<file path="config.mk">
export PLATFORM = sky130hd
export DESIGN_NAME = voice_envelope
export DESIGN_NICKNAME = d
export VERILOG_FILES = /design/src/rtl/voice_pkg.sv /design/src/rtl/adsr_core.sv /design/src/rtl/voice_envelope.sv
export SDC_FILE = /design/constraint.sdc
export NUM_CORES = 1
export LEC_CHECK = 0
export CORE_MARGIN = 1
export CORE_UTILIZATION = 30
export CTS_CLUSTER_DIAMETER = 100
export DETAILED_ROUTE_END_ITERATION = 6
export GPL_ROUTABILITY_DRIVEN = 1
export MAX_ROUTING_LAYER = met4
export PLACE_DENSITY = 0.56
export SETUP_SLACK_MARGIN = 0.05
export SLEW_MARGIN = 5
export SYNTH_ARGS = -nofsm -noshare
export SYNTH_HDL_FRONTEND = slang
export SYNTH_HIERARCHICAL = 1
export SYNTH_SLANG_ARGS = --single-unit
</file>
<file path="constraint.sdc">
create_clock -name sample_clock -period 7.5 [get_ports sample_clock]
set_input_delay 1.125 -clock sample_clock [delete_from_list [all_inputs] [get_ports sample_clock]]
set_output_delay 1.125 -clock sample_clock [all_outputs]
set_load 0.005 [all_outputs]
</file>
<file path="src/rtl/voice_pkg.sv">
// voice_pkg: shared envelope state encoding, level ceiling and rate-code to step conversion.
package voice_pkg;
   typedef enum logic [2:0] {
      IDLE    = 3'd0,
      ATTACK  = 3'd1,
      DECAY   = 3'd2,
      SUSTAIN = 3'd3,
      RELEASE = 3'd4
   } env_state_t;
   localparam logic [15:0] ENV_MAX = 16'hFFFF;
   // step = (r+1)*16, so code 0 still moves the level by 16 per tick
   function automatic logic [12:0] rate_step(input logic [7:0] r);
      return {9'(r) + 9'd1, 4'd0};
   endfunction
endpackage

</file>
<file path="src/rtl/adsr_core.sv">
// adsr_core: linear ADSR state machine and 16-bit level register, one step per sample edge.
//   sample_clock, rst_n : sample clock, async active-low reset
//   en                  : high once the parent's reset synchronizer has released
//   gate                : note on/off
//   *_rate, sustain_level : rate codes and sustain level code, sampled every edge
//   level, state, active  : registered envelope level, state and not-IDLE flag
module adsr_core import voice_pkg::*; (
   input  logic        sample_clock,
   input  logic        rst_n,
   input  logic        en,
   input  logic        gate,
   input  logic [7:0]  attack_rate,
   input  logic [7:0]  decay_rate,
   input  logic [7:0]  sustain_level,
   input  logic [7:0]  release_rate,
   output logic [15:0] level,
   output env_state_t  state,
   output logic        active
);
   // 17-bit arithmetic so neither end can wrap; both ends saturate instead
   logic [16:0] lvl, sa, sd, sr, tgt;
   always_comb begin
      lvl = {1'b0, level};
      sa  = {4'd0, rate_step(attack_rate)};
      sd  = {4'd0, rate_step(decay_rate)};
      sr  = {4'd0, rate_step(release_rate)};
      tgt = {1'b0, sustain_level, sustain_level};
   end
   always_ff @(posedge sample_clock or negedge rst_n) begin
      if (!rst_n) begin
         state  <= IDLE;
         level  <= '0;
         active <= 1'b0;
      end else if (en) begin
         case (state)
            IDLE: if (gate) begin
               state  <= ATTACK;
               active <= 1'b1;
            end
            ATTACK: if (!gate) state <= RELEASE;
               else if (lvl + sa >= {1'b0, ENV_MAX}) begin
                  level <= ENV_MAX;
                  state <= DECAY;
               end else level <= 16'(lvl + sa);
            DECAY: if (!gate) state <= RELEASE;
               else if (lvl <= tgt + sd) begin
                  level <= 16'(tgt);
                  state <= SUSTAIN;
               end else level <= 16'(lvl - sd);
            SUSTAIN: if (!gate) state <= RELEASE;
               else level <= 16'(tgt);
            // a retrigger keeps the current level rather than restarting from 0
            RELEASE: if (gate) state <= ATTACK;
               else if (lvl <= sr) begin
                  level  <= '0;
                  state  <= IDLE;
                  active <= 1'b0;
               end else level <= 16'(lvl - sr);
            default: begin
               state  <= IDLE;
               active <= 1'b0;
            end
         endcase
      end
   end
endmodule

</file>
<file path="src/rtl/voice_envelope.sv">
// voice_envelope: per-voice ADSR envelope plus VCA scaling the oscillator about its midpoint.
//   sample_clock, rst_n : sample clock, async active-low reset (deassertion synchronized)
//   osc_in              : unsigned oscillator sample, midpoint 2^(BITDEPTH-1)
//   gate, *_rate, sustain_level : note gate and envelope controls
//   out                 : unsigned scaled sample, one edge after osc_in
//   env_level, env_state, active : registered envelope status
module voice_envelope import voice_pkg::*; #(
   parameter int BITDEPTH = 14
) (
   input  logic                sample_clock,
   input  logic                rst_n,
   input  logic [BITDEPTH-1:0] osc_in,
   input  logic                gate,
   input  logic [7:0]          attack_rate,
   input  logic [7:0]          decay_rate,
   input  logic [7:0]          sustain_level,
   input  logic [7:0]          release_rate,
   output logic [BITDEPTH-1:0] out,
   output logic [15:0]         env_level,
   output logic [2:0]          env_state,
   output logic                active
);
   localparam logic [BITDEPTH-1:0] MID = {1'b1, {(BITDEPTH-1){1'b0}}};
   logic [1:0] sync;
   logic [15:0] level, lvl_q;
   env_state_t st;
   logic signed [BITDEPTH-1:0] s_q;
   logic signed [BITDEPTH+16:0] prod;
   // asserts immediately, releases after two edges; the core steps from the second edge
   always_ff @(posedge sample_clock or negedge rst_n) begin
      if (!rst_n) sync <= '0;
      else sync <= {sync[0], 1'b1};
   end
   adsr_core u_core (
      .sample_clock (sample_clock),
      .rst_n        (rst_n),
      .en           (sync[0]),
      .gate         (gate),
      .attack_rate  (attack_rate),
      .decay_rate   (decay_rate),
      .sustain_level(sustain_level),
      .release_rate (release_rate),
      .level        (level),
      .state        (st),
      .active       (active)
   );
   assign env_level = level;
   assign env_state = st;
   // level is zero-extended to 17 bits so the product stays a signed x non-negative multiply
   assign prod = (BITDEPTH+17)'(s_q) * (BITDEPTH+17)'($signed({1'b0, lvl_q}));
   // stage 1 captures the offset-removed sample with the pre-update level; stage 2 scales it
   always_ff @(posedge sample_clock or negedge rst_n) begin
      if (!rst_n) begin
         s_q   <= '0;
         lvl_q <= '0;
         out   <= MID;
      end else if (sync[1]) begin
         s_q   <= $signed(osc_in ^ MID);
         lvl_q <= level;
         out   <= BITDEPTH'(prod >>> 16) ^ MID;
      end
   end
endmodule

</file>
# --- Yosys cells after proc, flatten, opt, wreduce, memory -nomap -nowiden ---
# Cells that the tools add are included.
totals:
  reg_bits: 66
  latch_bits: 0
  mem_bits_rw: 0
  romBits: 0
  output_inout_bits: 34
  elab_cells: 62
  n_memories: 0
op_classes:
  add_sub_neg: 7
  n_mul: 1
  div: 0
  magnitude_cmp: 3
  n_eq_ne: 14
  shifts: 0
  mux: 21
  bitwise_logic: 3
  reduce_logical: 6
op_table:
  columns: ["operator", "n"]
  rows:
  - ["16-bit 2-to-1 mux", 7]
  - ["16-bit case mux with 4 select lines", 1]
  - ["16-bit by 13-bit adder with 17-bit output", 2]
  - ["16-bit by 13-bit subtractor with 16-bit output", 2]
  - ["14-bit by 17-bit multiplier with 30-bit output", 1]
  - ["8-bit by 1-bit adder with 9-bit output, second input constant", 3]
  - ["3-bit 2-to-1 mux", 8]
  - ["17-bit by 16-bit greater-or-equal comparator with 1-bit output, second input constant", 1]
  - ["16-bit by 17-bit less-or-equal comparator with 1-bit output", 1]
  - ["16-bit by 13-bit less-or-equal comparator with 1-bit output", 1]
  - ["3-bit case mux with 5 select lines", 1]
  - ["2-bit inequality test, second input constant", 6]
  - ["6-bit AND reduction", 2]
  - ["3-bit by 2-bit inequality test with 1-bit output, second input constant", 3]
  - ["3-bit by 2-bit == test with 1-bit output, second input constant", 2]
  - ["5-bit AND reduction", 1]
  - ["4-bit nonzero test", 1]
  - ["3-bit by 1-bit == test with 1-bit output, second input constant", 1]
  - ["3-bit == test, second input constant", 1]
  - ["3-bit zero test", 1]
  - ["1-bit 2-to-1 mux", 3]
  - ["1-bit inverter", 3]
  - ["1-bit case mux with 3 select lines", 1]
  - ["3-bit OR reduction", 1]
  - ["2-bit by 1-bit inequality test with 1-bit output, second input constant", 1]

# --- Depth between registers and ports, before layout ---
logic_depth:
  word_depth: 6
  depth_mapped: 20
  ltp_nobuf: 19

# --- By module ---
# Netlist, hierarchy kept.
modules_own_cells:
  columns: ["module", "n_inst", "cells_per_inst", "area_per_inst_um2", "seq_area_each_um2"]
  rows:
  - ["voice_envelope", 1, 984, 9306.4, 1152.4]
  - ["adsr_core", 1, 532, 4066.4, 500.5]

# --- Worst setup path after synthesis ---
# OpenSTA, ideal clock, no wires.
synth_timing:
  path_kind: "register to register"
  start: "reg s_q[7]"
  end: "reg out[10]"
  arrival_ps: 5694
  required_ps: 7380
  path_slack_ps: 1685
  stages_incl_launch_ff: 20
  n_path_buf: 2
  synth_period_minus_slack_ps: 5815
  path_cell_list: "dfrtp_1 clkbuf_1 clkbuf_1 nand2_1 fa_1 fa_1 inv_1 fa_1 fa_1 fa_1 inv_1 fa_1 inv_1 ha_1 and4_1 and3_1 a32oi_1 a2111oi_0 or3_1 a31o_2"
synth_between:
  elab_chain_len: 1
synth_rtl:
  columns: ["element", "line_no", "text"]
  rows:
  - ["start: declaration", "voice_envelope.sv:27", "logic signed [BITDEPTH-1:0] s_q;"]
  - ["start signal: assignment", "voice_envelope.sv:58", "s_q <= $signed(osc_in ^ MID);"]
  - ["14-bit by 17-bit multiplier with 30-bit output", "voice_envelope.sv:50", "assign prod = (BITDEPTH+17)'(s_q) * (BITDEPTH+17)'($signed({1'b0, lvl_q}));"]
  - ["end signal: assignment", "voice_envelope.sv:60", "out <= BITDEPTH'(prod >>> 16) ^ MID;"]
  - ["end: declaration", "voice_envelope.sv:18", "output logic [BITDEPTH-1:0] out,"]
# No other way between the ends.
# A chain may end at the register's enable or synchronous reset.

# --- Final worst setup path ---
layout_timing:
  start: "reg lvl_q[5]"
  end: "reg out[10]"
layout_between:
  elab_chain_len: 1
layout_rtl:
  columns: ["element", "line_no", "text"]
  rows:
  - ["start: declaration", "voice_envelope.sv:25", "logic [15:0] level, lvl_q;"]
  - ["start signal: assignment", "voice_envelope.sv:59", "lvl_q <= level;"]
  - ["14-bit by 17-bit multiplier with 30-bit output", "voice_envelope.sv:50", null]
# No other way between the ends.

==> out/metrics.yaml <==
status:
  status: "complete, no violations"
place:
  postPlaceCellArea_um2: 14700
  port_buffers: 82
  post-place-cells: 2128
  gp_congestion: 0.892
  dp_hpwl_mm: 30.2
layout:
  fin_util_pct: 34.3
  nets: 1931
  final_area_um2: 14900
  drive_gt1_share_pct: 5.39
  syn2layout_area_growth_pct: 11.8
  fill_cells: 4588
  final_cells: 2144
  antennaDiodeCount: 0
sta:
  finalCritPeriodShare_pct: 85.2
  maxSlewHeadroom_pct: 37.2
  tns_ns: 0
  final_max_slew_viol_count: 0
  rsz0062_at_grt: "false"
  post-route-min-period_ns: 6.39
  finalClockSkew_ns: 0.00655
  max_freq_mhz: 156
  setup_viol: 0
  worstMarginPinSlew_ns: 0.942
  finalHoldViolCount: 0
route:
  viasPerCell: 5.08
  drt.antenna.violating_nets: 0
  via_count: 10900
  route.detailed.drc: 0
  routedWlPerCell_um: 17.5
  drt-pass1-iter-count: 5
  wl_mm: 37.4
  drtIter0Drc: 802
grt:
  busiest_layer: "met2"
  antenna_found_initial: 0
  met2_usage_pct: 28.8
  grt_pass1_vias: 11000
  gr-usage-met3_pct: 1.26
  use_met1_pct: 23.1
  gr-usage-all-layers_pct: 17.5
  gr-total-overflow: 0
  grt_max_degree: 67
  grt_pass1_wl_mm: 59.7
clocking:
  cts_hold_buf: 0
  cts_max_path_buffers: 2
  cts.clk_slew.worst_paths_ns: 0.06
  clock-root-buffer: "clkbuf_16"
  post_cts_buffers: 0
  htreeDepth: 3
  clkSinkCount: 66
  numCtsBuffers: 9
  clock_latency_ns: 0.35
  cts_tree: "built"
  postCtsResizedCells: 0
setup_path:
  cp.arrival_ns: 6.63
  worstSetupEndpointType: "register"
  cp_max_fo: 15
  crit_required_ns: 7.74
  start_kind: "register"
  crit_type: "reg -> reg"
synthesis:
  syn-num-nets: 1893
  yosys.area.top_type_share_pct: 25.3
  synth_edf_count: 0
  seq_area_frac_synth_pct: 12.4
  netlist_instances: 1516
  synth_flop_cell: "dfrtp_1"
  synthArstFlopShare_pct: 100
  syn-mean-instance-area_um2: 8.82
  ys_seq_elements: 66
  yosysTopAreaCell: "fa_1"
  yosys_warnings: 6
  syn_area_um2: 13400
  yosys.cell_types.count: 82
  synth_area_leaders: "fa_1 25%, ha_1 15%, dfrtp_1 12%, inv_1 6.0%, and2_1 5.5%"
die:
  die_y_um: 213
  coreArea_um2: 43600
  die_w_um: 213
  initial_utilization_pct: 30.7
  ios: 83
  row_count: 76
  die_area_um2: 45400
worst_hold_path:
  hold_path_class: "reg -> reg"
job:
  maxCapViolCount: 0
==> area by class of cell <==
cell class / count / area, µm² / share of cell area [%]
tap: 585 / 732 / 4.90
multi-input combinational: 1179 / 10700 / 71.3
clock buffer: 10 / 229 / 1.53
timing repair buffer: 85 / 841 / 5.62
clock inverter: 6 / 42.5 / 0.285
inverter: 213 / 800 / 5.35
sequential: 66 / 1650 / 11.1
==> sequential cells by signal, summed over array words and instances, names as in the netlist <==
signal and count:
lvl_q 16, u_core/level 16, out 14, s_q 14
u_core/state 3, sync 2, u_core/active 1
==> critical path, cell delays in order, from the launching register on <==
cell,delay (ns)
dfrtp_1,0.60
and2_1,0.30
fa_1,0.53
inv_1,0.05
fa_1,0.53
inv_1,0.05
fa_1,0.49
inv_1,0.05
fa_1,0.47
inv_1,0.06
fa_1,0.52
fa_1,0.50
ha_1,0.38
a21oi_1,0.08
o21ai_0,0.40
o21ai_0,0.31
a2111oi_0,0.54
o21ai_0,0.14
a31o_2,0.26
==> placed cells by master, fill, tap and decap left out, types with 21 or more instances in the layout <==
master | synthesis | final
nor2_1 | 67 | 67
fa_1 | 169 | 169
o21ai_0 | 50 | 50
nand2_1 | 152 | 152
nand2b_1 | 21 | 21
inv_1 | 213 | 213
nand3_1 | 25 | 25
nor3_1 | 24 | 24
ha_1 | 159 | 159
clkdlybuf4s50_1 | 0 | 81
a21oi_1 | 60 | 60
xor2_1 | 22 | 22
mux2_2 | 35 | 35
and2_1 | 117 | 117
dfrtp_1 | 65 | 64
xnor2_1 | 28 | 28
==> cell usage after synthesis, types with 24 or more instances <==
cell and n:
inv_1 213, fa_1 169, ha_1 159, nand2_1 152, and2_1 117, nor2_1 67
dfrtp_1 65, a21oi_1 60, o21ai_0 50, clkbuf_1 46, mux2_2 35, xnor2_1 28
nand3_1 25, nor3_1 24
==> worst paths after layout <==
| kind | start | endpoint | slack, ns | depth (start not counted) |
|---|---|---|---|---|
| setup / recovery | lvl_q[5]$_DFFE_PN0P_ | out[10]$_DFFE_PN0P_ | 1.11 | 18 |
| hold / removal | sync[0]$_DFF_PN0_ | sync[1]$_DFF_PN0_ | 0.48 | 0 |
| setup reg to reg | lvl_q[5]$_DFFE_PN0P_ | out[10]$_DFFE_PN0P_ | 1.11 | 18 |
| hold reg to reg | sync[0]$_DFF_PN0_ | sync[1]$_DFF_PN0_ | 0.48 | 0 |
| max in group asynchronous | rst_n | sync[1]$_DFF_PN0_ | 5.92 | 1 |
| min in group asynchronous | rst_n | out[8]$_DFFE_PN0P_ | 0.91 | 1 |
==> stage by stage <==
| stage | setup slack [ns] | hold WS, ns |
|---|---|---|
| after global routing | 0.727 | 0.511 |
| after floorplan | 1.69 | 0.424 |
| after global placement | 1.16 | 0.468 |
| final | 1.11 | 0.482 |
| after detailed placement | 1.12 | 0.468 |
| after CTS | 1.08 | 0.484 |
==> kinds of logic after synthesis <==
kind of cell,Yosys count,synth area share (%)
buffers and inverters,271,7.99
xor gates and xnor gates,50,3.27
AOI/OAI and AO/OA,261,13.5
adders and majority gates,328,40.2
other,1,0.0280
and+or+nand+nor,497,19.2
DFF,66,12.4
muxes,42,3.47
==> per-layer routing <==
metal | wire, µm | up-vias
met5 | 0 | -
li1 | - | 5147
met4 | 748 | 0
met3 | 1330 | 54
met2 | 18500 | 255
met1 | 16900 | 5445
Power is left out: the tool's default activity adds up to more than one toggle a clock period on the data nets, which glitch-free logic cannot reach.
